<file path="src/rtl/oam_dma_pkg.sv">
// Shared types and address constants for the sprite DMA engine.
package oam_dma_pkg;

    typedef enum logic [2:0] {
        IDLE,
        HALT,
        ALIGN,
        READ,
        WRITE
    } dma_state_t;

    localparam int          OAM_DMA_REG  = 'h14;
    localparam logic [15:0] OAMDATA_ADDR = 16'h2004;
    localparam int          IDX_N        = 8;
    localparam logic [7:0]  IDX_LAST     = 8'hFF;

endpackage

</file>
<file path="src/rtl/oam_dma.sv">
// Sprite DMA: a write of page P halts the CPU, then copies P*256..P*256+255
// to the sprite data port as alternating read/write bus cycles.
module oam_dma
    import oam_dma_pkg::*;
#(
    parameter int                  PERIPH_N  = 8,
    parameter int                  ADDR_N    = 16,
    parameter int                  DATA_N    = 8,
    parameter logic [PERIPH_N-1:0] REG_ADDR  = PERIPH_N'(OAM_DMA_REG),
    parameter logic [ADDR_N-1:0]   DEST_ADDR = ADDR_N'(OAMDATA_ADDR)
) (
    input  logic                clk,
    input  logic                n_reset,
    input  logic                periph_sel,
    input  logic                periph_we,
    input  logic [PERIPH_N-1:0] periph_addr,
    input  logic [DATA_N-1:0]   periph_data,
    input  logic                cpu_we,
    output logic                rdy,
    output logic                bus_req,
    output logic                bus_we,
    output logic [ADDR_N-1:0]   bus_addr,
    output logic [DATA_N-1:0]   bus_dout,
    input  logic [DATA_N-1:0]   bus_din,
    output logic                busy
);

    dma_state_t         r_state;
    dma_state_t         w_state_nxt;
    logic [DATA_N-1:0]  r_page;
    logic [IDX_N-1:0]   r_idx;
    logic [DATA_N-1:0]  r_latch;
    logic               r_phase;
    logic               w_trig;

    assign w_trig = periph_sel & periph_we & (periph_addr == REG_ADDR);

    always_ff @(posedge clk or negedge n_reset) begin
        if (!n_reset) begin
            r_state <= IDLE;
        end else begin
            r_state <= w_state_nxt;
        end
    end

    // Page/index/latch update; phase is the free-running CPU cycle parity.
    always_ff @(posedge clk or negedge n_reset) begin
        if (!n_reset) begin
            r_page  <= '0;
            r_idx   <= '0;
            r_latch <= '0;
            r_phase <= 1'b0;
        end else begin
            r_phase <= ~r_phase;
            if (r_state == IDLE && w_trig) begin
                r_page <= periph_data;
                r_idx  <= '0;
            end
            if (r_state == READ) begin
                r_latch <= bus_din;
            end
            if (r_state == WRITE) begin
                r_idx <= r_idx + 8'd1;
            end
        end
    end

    // Outputs depend on registered state only, never on inputs.
    always_comb begin
        w_state_nxt = r_state;
        rdy         = 1'b0;
        bus_req     = 1'b0;
        bus_we      = 1'b0;
        bus_addr    = '0;
        bus_dout    = '0;
        busy        = 1'b1;
        case (r_state)
            IDLE: begin
                rdy  = 1'b1;
                busy = 1'b0;
                if (w_trig) w_state_nxt = HALT;
            end
            HALT: begin
                // The CPU ignores RDY during writes, so wait them out.
                if (!cpu_we) w_state_nxt = r_phase ? READ : ALIGN;
            end
            ALIGN: begin
                w_state_nxt = READ;
            end
            READ: begin
                bus_req     = 1'b1;
                bus_addr    = ADDR_N'({r_page, r_idx});
                w_state_nxt = WRITE;
            end
            WRITE: begin
                bus_req     = 1'b1;
                bus_we      = 1'b1;
                bus_addr    = DEST_ADDR;
                bus_dout    = r_latch;
                w_state_nxt = (r_idx == IDX_LAST) ? IDLE : READ;
            end
            default: begin
                rdy         = 1'b1;
                busy        = 1'b0;
                w_state_nxt = IDLE;
            end
        endcase
    end

endmodule

</file>
<file path="config.mk">
export PLATFORM = sky130hd
export DESIGN_NAME = oam_dma
export DESIGN_NICKNAME = d
export VERILOG_FILES = /design/src/rtl/oam_dma_pkg.sv /design/src/rtl/oam_dma.sv
export SDC_FILE = /design/constraint.sdc
export NUM_CORES = 1
export LEC_CHECK = 0
export CAP_MARGIN = 40
export CORE_MARGIN = 3
export CORE_UTILIZATION = 40
export CTS_CLUSTER_SIZE = 25
export DETAILED_ROUTE_END_ITERATION = 6
export PLACE_DENSITY = 0.79
export SLEW_MARGIN = 20
export SYNTH_ARGS = -nofsm -noshare
export SYNTH_HDL_FRONTEND = slang
export SYNTH_SLANG_ARGS = --single-unit
</file>
<file path="constraint.sdc">
create_clock -name clk -period 3.85 [get_ports clk]
set_input_delay 0.77 -clock clk [delete_from_list [all_inputs] [get_ports clk]]
set_output_delay 0.77 -clock clk [all_outputs]
set_load 0.02 [all_outputs]
</file>
==> flow_summary.json, run 1 <==
{
  "worst_slew_pin_slew_ns": 0.6682,
  "max_freq_mhz": 293.1,
  "ir_worst_vdd_mv": 0.3752,
  "p_switching_w": 0.0003415,
  "slowest_delay_ns": 0.61,
  "setup_viol": 0,
  "period_minus_slack_ns": 3.412,
  "nets": 223,
  "grt_remaining_overflow": 0,
  "min_path_type": "register to register",
  "worst-path-buf-inv": 2,
  "netlist.area_leader.share_pct": 48.44,
  "vias_per_cell": 5.013,
  "port_buffers": 56,
  "cts_tree": "yes",
  "holdWs_ns": 0.4358,
  "gp_congestion": 0.7870,
  "totalPowerFinal_w": 0.0009660,
  "cts_setup_buffers": 0,
  "wl_um": 3413,
  "cp.arrival_ns": 2.64,
  "critical_path_required_ns": 3.08,
  "fp.dieH_um": 66.13,
  "cp-end-kind": "primary output",
  "cts_resized": 0,
  "clk-insertion-delay-late_ns": 0.33,
  "fin_util_pct": 60.51,
  "coreArea_um2": 3416,
  "intPower_w": 0.0006245,
  "synth_edf_count": 0,
  "grt_max_degree": 29,
  "vias": 1193,
  "htree_levels": 1,
  "dp_cells": 234,
  "yosysMostFrequentCell": "dfrtp_1",
  "cts_buffers": 3,
  "status": "finished clean",
  "p_clk_share_pct": 14.5,
  "antenna_found_initial": 0,
  "drt.antenna.violating_nets": 0,
  "syn_area_um2": 1446,
  "async_reset_ff_share_pct": 100.0,
  "post-dp-hpwl_um": 2634,
  "first_iter_violations": 61,
  "regArea_um2": 700.7,
  "stdcell_count": 238,
  "cts_root_buf": "clkbuf_4",
  "syn_avg_cell_area_um2": 10.48,
  "synthTopCellsByCount": "dfrtp_1 (28), and2_1 (20), mux2_2 (16)",
  "rsz0062_at_grt": "false",
  "critical_path.max_fanout": 15,
  "die_w_um": 66.13,
  "ys_types": 35,
  "hold_violations": 0,
  "ys_seq_area_share_pct": 48.44,
  "io_pins": 57,
  "layout-drive-gt1-share_pct": 13.02,
  "multi_input_area_um2": 674.4,
  "drc": 0,
  "cp_top_family": "buffers and inverters",
  "ys_seq_elements": 28,
  "power.density_nw_per_um2": 467.3,
  "start_util_pct": 42.34,
  "hold_buffers": 0,
  "grt_pass1_vias": 1259,
  "antenna_cells": 0,
  "slew_viol_final": 0,
  "worstPathCellList": "or3b_1 > inv_1 > and2_1 > clkdlybuf4s50_1",
  "die_area_um2": 4373,
  "wl_per_cell_um": 14.34,
  "seq_power_share_pct": 45.2,
  "nFillCells": 285,
  "critical_path_class": "register to primary output",
  "crit_slowest_cell": "or3b_1",
  "syn_nets": 168,
  "grt_pass1_wl_um": 5802,
  "yosys_warnings": 0,
  "p_leak_nw": 0.8892,
  "first_pass_iters": 4,
  "syn_inst": 138,
  "p_sw_share_pct": 35.35,
  "area_delta_synth_final_pct": 42.91,
  "relSlewSlack_pct": 55.45,
  "skew_ns": 0.008358,
  "combPwrFrac_pct": 40.3,
  "clk_pin_slew_ns": 0.13,
  "yosys.area.top_type": "dfrtp_1",
  "maxCapViolations": 0,
  "synth.area.top_cells": "dfrtp_1 (48%), mux2_2 (12%), and2_1 (8.7%)",
  "start_kind": "register",
  "gr-usage-all-layers_pct": 17.52,
  "synthFlopType": "dfrtp_1",
  "cts_sinks": 28,
  "finalCritPeriodShare_pct": 88.63,
  "rows": 21,
  "tns_ns": 0,
  "cts_max_path_buffers": 2
}
[layer usage]
metal  track usage (%)  routed length [um]
met3             7.143                 269
met1             20.81                1343
met5                 0                   0
met2             29.62                1767
met4             3.807                  33
[layout by cell type (no fill, tap or decap), drive strengths merged, types with 2 or more instances in the layout]
master,count
inv,6
nand4,3
nor3,3
buf,2
and2,20
clkbuf,4
dfrtp,28
nand2,13
o21ai,7
xor2,2
nor2,6
nand3,4
nor2b,2
clkdlybuf4s50,56
or3,2
mux2,16
xnor2,2
[registers in the layout (all words and copies together) (netlist names)]
register,flops
r_latch,8
r_state,3
r_idx,8
r_page,8
r_phase,1
[area by class of cell]
| type | count | area share, % |
|---|---|---|
| Inverter | 6 | 1.090 |
| Sequential cell | 28 | 33.90 |
| Multi-Input combinational cell | 96 | 32.63 |
| Clock buffer | 4 | 1.755 |
| Timing Repair Buffer | 58 | 27.85 |
| Tap cell | 46 | 2.785 |
[cell families after synthesis]
family	synth area share, %
DFF	48.44
muxes	12.46
xor gates and xnor gates	2.423
AOI/OAI and AO/OA	5.797
adders and majority gates	0.8649
buffers and inverters	4.930
and+or+nand+nor	25.09
[final timing paths]
kind / end / cells after the start / from / slack (ns)
worst min register to register: r_phase / 1 / r_phase / 0.44
max in group asynchronous: r_phase / 2 / n_reset / 2.79
worst max-delay path: bus_dout[6] / 4 / r_state[2] / 0.44
worst min-delay path: r_phase / 1 / r_phase / 0.44
min in group asynchronous: r_latch[7] / 2 / n_reset / 0.80
worst max register to register: r_page[0] / 3 / r_state[2] / 1.82
[per-stage QoR]
step,worst slack (ns),cell area [um^2]
global placement,0.9052,2031
global route,0.2445,2067
CTS,0.4275,2067
finish,0.4377,2067
detailed placement,0.8137,2031
floorplan,1.559,1446
[power groups by stage]
stage | clock network, W | registers, W | logic [W]
floorplan | 0 | 0.000413 | 0.000249
global placement | 0 | 0.000434 | 0.000380
detailed placement | 0 | 0.000441 | 0.000392
CTS | 0.000146 | 0.000435 | 0.000394
global route | 0.000155 | 0.000449 | 0.000430
finish | 0.000140 | 0.000436 | 0.000390
[worst reg2reg max path, stage by stage, from the launching register on]
cell and delay (ns):
dfrtp_1 0.50, nor4bb_2 0.34, and4_1 0.68, mux2_2 0.41
Power figures use the tool's default switching activity.
==> inputs of run 2 (changes only) <==
CORE_UTILIZATION = 35   (was 40)
PLACE_DENSITY = 0.71   (was 0.79)
SKIP_LAST_GASP = 1   (was unset)
==> run 2 against run 1 <==
  * Setup slack gained 0.052 ns
  * Cell count grew 0.84%
  * Core utilization is 5.9 points lower
  * Wire length did not move
  * Count of clock-buffer cells in the layout unchanged
  * Sequential share of layout area down 0.35 points
  * Die area is 13% higher
  * Critical endpoint is now bus_dout[0]
  * Highest routed layer unchanged
==> flow_summary.json, run 2 (synthesized netlist as in run 1, its figures left out) <==
{
  "htree_levels": 1,
  "p_switching_w": 0.0003495,
  "hold_violations": 0,
  "worstPathCellList": "or3b_1 > inv_1 > and2_1 > clkdlybuf4s50_1",
  "reg_top3": "r_idx: 8 flops, r_latch: 8 flops, r_page: 8 flops",
  "antenna_cells": 0,
  "gp_congestion": 0.7402,
  "slowest_delay_ns": 0.61,
  "period_minus_slack_ns": 3.361,
  "grt_remaining_overflow": 0,
  "p_sw_share_pct": 34.67,
  "first_pass_iters": 4,
  "setup_viol": 0,
  "first_iter_violations": 45,
  "worst_slew_pin_slew_ns": 0.6749,
  "maxCapViolations": 0,
  "cts_resized": 0,
  "p_leak_nw": 0.8970,
  "layout_commonest_cell": "clkdlybuf4s50_1",
  "area_delta_synth_final_pct": 44.38,
  "clk-insertion-delay-late_ns": 0.27,
  "rsz0062_at_grt": "false",
  "nets": 223,
  "cp-end-kind": "primary output",
  "min_from": "r_phase",
  "grt_max_degree": 29,
  "die_area_um2": 4940,
  "seq_power_share_pct": 43.0,
  "r2r-start": "r_state[2]",
  "cts_root_buf": "clkbuf_8",
  "max_freq_mhz": 297.6,
  "finalCritPeriodShare_pct": 87.29,
  "coreArea_um2": 3826,
  "skew_ns": 0.001139,
  "drc": 0,
  "cts_tree": "yes",
  "layout_common_cells": "clkdlybuf4s50_1 (56), dfrtp_1 (28), and2_1 (20)",
  "critical_path_class": "register to primary output",
  "crit_slowest_cell": "or3b_1",
  "port_buffers": 56,
  "wl_per_cell_um": 14.22,
  "drt.antenna.violating_nets": 0,
  "critical_path.max_fanout": 15,
  "grt_pass1_vias": 1291,
  "fp.dieH_um": 70.29,
  "cts_sinks": 28,
  "hold_buffers": 0,
  "vias_per_cell": 5.113,
  "clk_pin_slew_ns": 0.09,
  "cts_max_path_buffers": 2,
  "tns_ns": 0,
  "io_pins": 57,
  "combPwrFrac_pct": 39.2,
  "start_util_pct": 37.80,
  "relSlewSlack_pct": 55.00,
  "min_path_type": "register to register",
  "cp.arrival_ns": 2.59,
  "critical_path_required_ns": 3.08,
  "start_kind": "register",
  "rows": 22,
  "post-dp-hpwl_um": 2520,
  "p_clk_share_pct": 17.7,
  "startpoint": "r_state[2]",
  "wl_um": 3413,
  "ir_worst_vdd_mv": 0.2503,
  "layout-drive-gt1-share_pct": 13.02,
  "holdWs_ns": 0.4204,
  "antenna_found_initial": 0,
  "die_w_um": 70.29,
  "status": "finished clean",
  "grt_pass1_wl_um": 5844,
  "totalPowerFinal_w": 0.001008,
  "intPower_w": 0.0006586,
  "slew_viol_final": 0,
  "power.density_nw_per_um2": 482.7,
  "cts_setup_buffers": 0,
  "gr-usage-all-layers_pct": 14.62,
  "cts_buffers": 3,
  "vias": 1227
}
-- run 2: critical path, delay by kind of cell, from the launching register on --
| family | cells | cell delay (ns) |
|---|---|---|
| buffers and inverters | 2 | 1.01 |
| AND/OR/NAND/NOR | 2 | 0.80 |
| flip-flops | 1 | 0.51 |
-- run 2: power by group through the flow --
| stage | Sequential [W] | Clock, W | Combinational [W] |
|---|---|---|---|
| 2_1_floorplan | 0.000413 | 0 | 0.000249 |
| 3_3_place_gp | 0.000433 | 0 | 0.000382 |
| 3_5_place_dp | 0.000438 | 0 | 0.000398 |
| 4_1_cts | 0.000433 | 0.000187 | 0.000399 |
| 5_1_grt | 0.000446 | 0.000196 | 0.000430 |
| 6_report | 0.000434 | 0.000179 | 0.000395 |
-- run 2: per-layer routing --
layer / GRT usage, % / vias up / share of wire (%)
li1: - / 576 / -
met1: 17.15 / 593 / 41
met2: 24.53 / 50 / 50
met3: 4.173 / 8 / 7.5
met4: 6.596 / 0 / 1.8
met5: 0 / - / 0
-- run 2: metrics by stage --
step | setup WS, ns | cells | cell area [um^2] | utilization, %
floorplan | 1.559 | 138 | 1446 | -
CTS | 0.4822 | 240 | 2088 | 54.58
detailed placement | 0.8040 | 236 | 2033 | 53.14
global placement | 0.8678 | 236 | 2033 | 53.14
global route | 0.3242 | 240 | 2088 | 54.58
finish | 0.4895 | 240 | 2088 | 54.58
-- run 2: area by class of cell --
cell class | count | area (um^2)
Inverter | 6 | 22.52
Timing Repair Buffer | 58 | 575.6
Tap cell | 48 | 60.06
Clock buffer | 4 | 55.05
Multi-Input combinational cell | 96 | 674.4
Sequential cell | 28 | 700.7
Fill cell | 318 | 1738
-- run 2: path summary, 6_finish.rpt --
| kind | endpoint | slack [ns] | cells past startpoint |
|---|---|---|---|
| min in group asynchronous | r_latch[0] | 0.86 | 2 |
| min reg2reg | r_phase | 0.42 | 1 |
| max reg2reg | r_page[7] | 1.83 | 3 |
| max in group asynchronous | r_page[6] | 2.73 | 2 |
| max | bus_dout[0] | 0.49 | 4 |
| min | r_phase | 0.42 | 1 |
==> inputs of run 3 (changes only) <==
SLEW_MARGIN = 10   (was 20)
==> results of run 3 <==
Same layout as run 2: the final DEF is identical, and so are final timing and power.
==> RTL edit (config.mk and constraints of run 2) <==
The parameter `ADDR_N` goes from 16 to 17.
--- a/src/rtl/oam_dma.sv
+++ b/src/rtl/oam_dma.sv
@@ -5,5 +5,5 @@
 #(
     parameter int                  PERIPH_N  = 8,
-    parameter int                  ADDR_N    = 16,
+    parameter int                  ADDR_N    = 17,
     parameter int                  DATA_N    = 8,
     parameter logic [PERIPH_N-1:0] REG_ADDR  = PERIPH_N'(OAM_DMA_REG),
Interface: changed (resized bus_addr); port bits go from 57 to 58. The function was not compared with the original's and may differ.
==> RTL edit against run 2 <==
Setup slack about the same. Synthesized area increased by 0.78%. Cell area increased by 0.18%. Synthesized cell count increased by 1.4%. Sequential cell count unchanged. Wire length decreased by 1.8%. Count of clock-buffer cells in the layout unchanged. Total power increased by 0.14%.
==> RTL edit: results (changes against run 2) <==
Global route
  • First-pass GRT wire length: 5780 um (was 5840 um)
  • Total GRT Usage: 14.2% (was 14.6%)
  • Vias in the first global route: 1236 (was 1291)
  • Largest net degree at the start of global routing: 29 (unchanged)
  • Initial antenna violation count: 0 (unchanged)

Clock tree
  • TritonCTS Buffers: 3 (unchanged)
  • H-tree levels: 1 (unchanged)
  • Post-CTS Setup Bufs: 0 (unchanged)
  • Quantity of gates resized following cts: 0 (unchanged)
  • Clock Path Buffers: 2 (unchanged)
  • Clk Latency, worst-skew pair: 0.28 ns

Setup path
  • Crit path DAT: 2.59 ns (about the same)
  • Reg2Reg Depth: 5 (was 3)
  • CP delay by family, top: buffers and inverters (unchanged)
  • Max stage delay cell, worst path: or3b_1 (unchanged)
  • Crit Path Max Fanout: 15 (unchanged)

Yosys
  • Post-synthesis compound-gate area fraction: 5.75% (was 5.80%)
  • Post-synthesis xor/xnor area fraction: 2.40% (was 2.42%)
  • Multiplexer share of the synthesized area: 12.4% (was 12.5%)
  • Yosys cell types: 36 (was 35)
  • Seq/Total Area, Yosys: 48.1% (was 48.4%)
  • Synth warn: 0 (unchanged)
  • Synth Area in Adders: 0.858% (was 0.865%)
  • Syn nets: 170 (was 168)
  • Synth top area cells: dfrtp_1 (48%), mux2_2 (12%), and2_1 (8.6%) (was dfrtp_1 (48%), mux2_2 (12%), and2_1 (8.7%))

STA
  • Worst Skew: 0.00612 ns (was 0.00114 ns)
  • Slew at the pin with the worst max-slew slack: 0.656 ns (was 0.675 ns)

Pwr
  • Worst vdd ir: 0.000235 V (was 0.000250 V)
  • Static leakage: 0.900 nW (was 0.897 nW)
  • Switching Share: 34.8% (was 34.7%)

Cells and area
  • Share of layout cells above drive strength 1: 13.0% (about the same)
  • Fin nets: 224 (was 223)
  • Top Registers: r_idx (8), r_latch (8), r_page (8) (unchanged)

Detailed routing
  • TritonRoute pass-1 iters: 4 (unchanged)
  • Drt initial violations: 44 (was 45)
  • Post-DR vias/cell: 5.09 (was 5.11)
  • DR WL/cell: 13.9 um (was 14.2 um)

Status
  • Status: finished, final reports clean (unchanged)

Placed design
  • HPWL after DPL: 2470 um (was 2520 um)
  • # port buffers: 56 (unchanged)
  • Routability cong.: 0.822 (was 0.740)

Min path
  • Hold Path Cell Cnt: 1 (unchanged)
  • HP Class: flop to flop (unchanged)
==> RTL edit: stage by stage <==
step | setup slack, ns | instance area (um2) | hold WS [ns] | power [W] | instances
floorplan | 1.56 | 1460 | 0.395 | 0.000663 | 140
global placement | 0.873 | 2040 | 0.411 | 0.000820 | 237
detailed placement | 0.801 | 2040 | 0.414 | 0.000831 | 237
CTS | 0.485 | 2090 | 0.428 | 0.00102 | 241
global route | 0.314 | 2090 | 0.432 | 0.00108 | 241
finish | 0.490 | 2090 | 0.419 | 0.00101 | 241
==> RTL edit: per-layer routing <==
| metal | track usage, % | part of all wire [%] | routed length [um] | up-vias |
|---|---|---|---|---|
| met5 | 0 | 0 | 0 | - |
| met4 | 5.85 | 2.3 | 77 | 0 |
| met3 | 3.98 | 8.4 | 282 | 9 |
| met2 | 22.8 | 48 | 1610 | 49 |
| met1 | 18.1 | 41 | 1380 | 589 |
| li1 | - | - | - | 579 |
==> RTL edit: logic make-up (layout without fill, tap and decap cells) <==
kind of cell             count (synthesis)  in the layout
AO/OA/AOI/OAI                           14             14
AND/OR/NAND/NOR                         61             61
flip-flops                              28             28
multiplexers                            16             16
other                                    1              1
XOR/XNOR                                 4              4
adder cells (fa/ha/maj)                  1              1
buffers and inverters                   15             68
==> RTL edit: path summary, 6_finish.rpt <==
path                             from           to  slack, ns
min in group asynchronous     n_reset   r_latch[1]       0.86
hold reg to reg               r_phase      r_phase       0.42
max in group asynchronous     n_reset      r_phase       2.72
setup / recovery           r_state[2]  bus_dout[0]       0.49
setup reg to reg           r_state[2]     r_idx[4]       1.80
hold / removal                r_phase      r_phase       0.42
==> RTL edit: power groups by stage <==
stage                     registers (W)  clock network, W  logic (W)
after CTS                      0.000433          0.000191   0.000394
after detailed placement       0.000437                 0   0.000394
final                          0.000433          0.000186   0.000391
after global placement         0.000438                 0   0.000382
after global routing           0.000446          0.000204   0.000428
after floorplan                0.000413                 0   0.000250
==> RTL edit: final cells by class <==
cell class              count  area [um2]
fillers                   338        1730
flip-flops and latches     28         701
multi-input cells          97         678
repair buffers             58         576
well taps                  48        60.1
clock buffers               4        55.1
inverters                   6        22.5
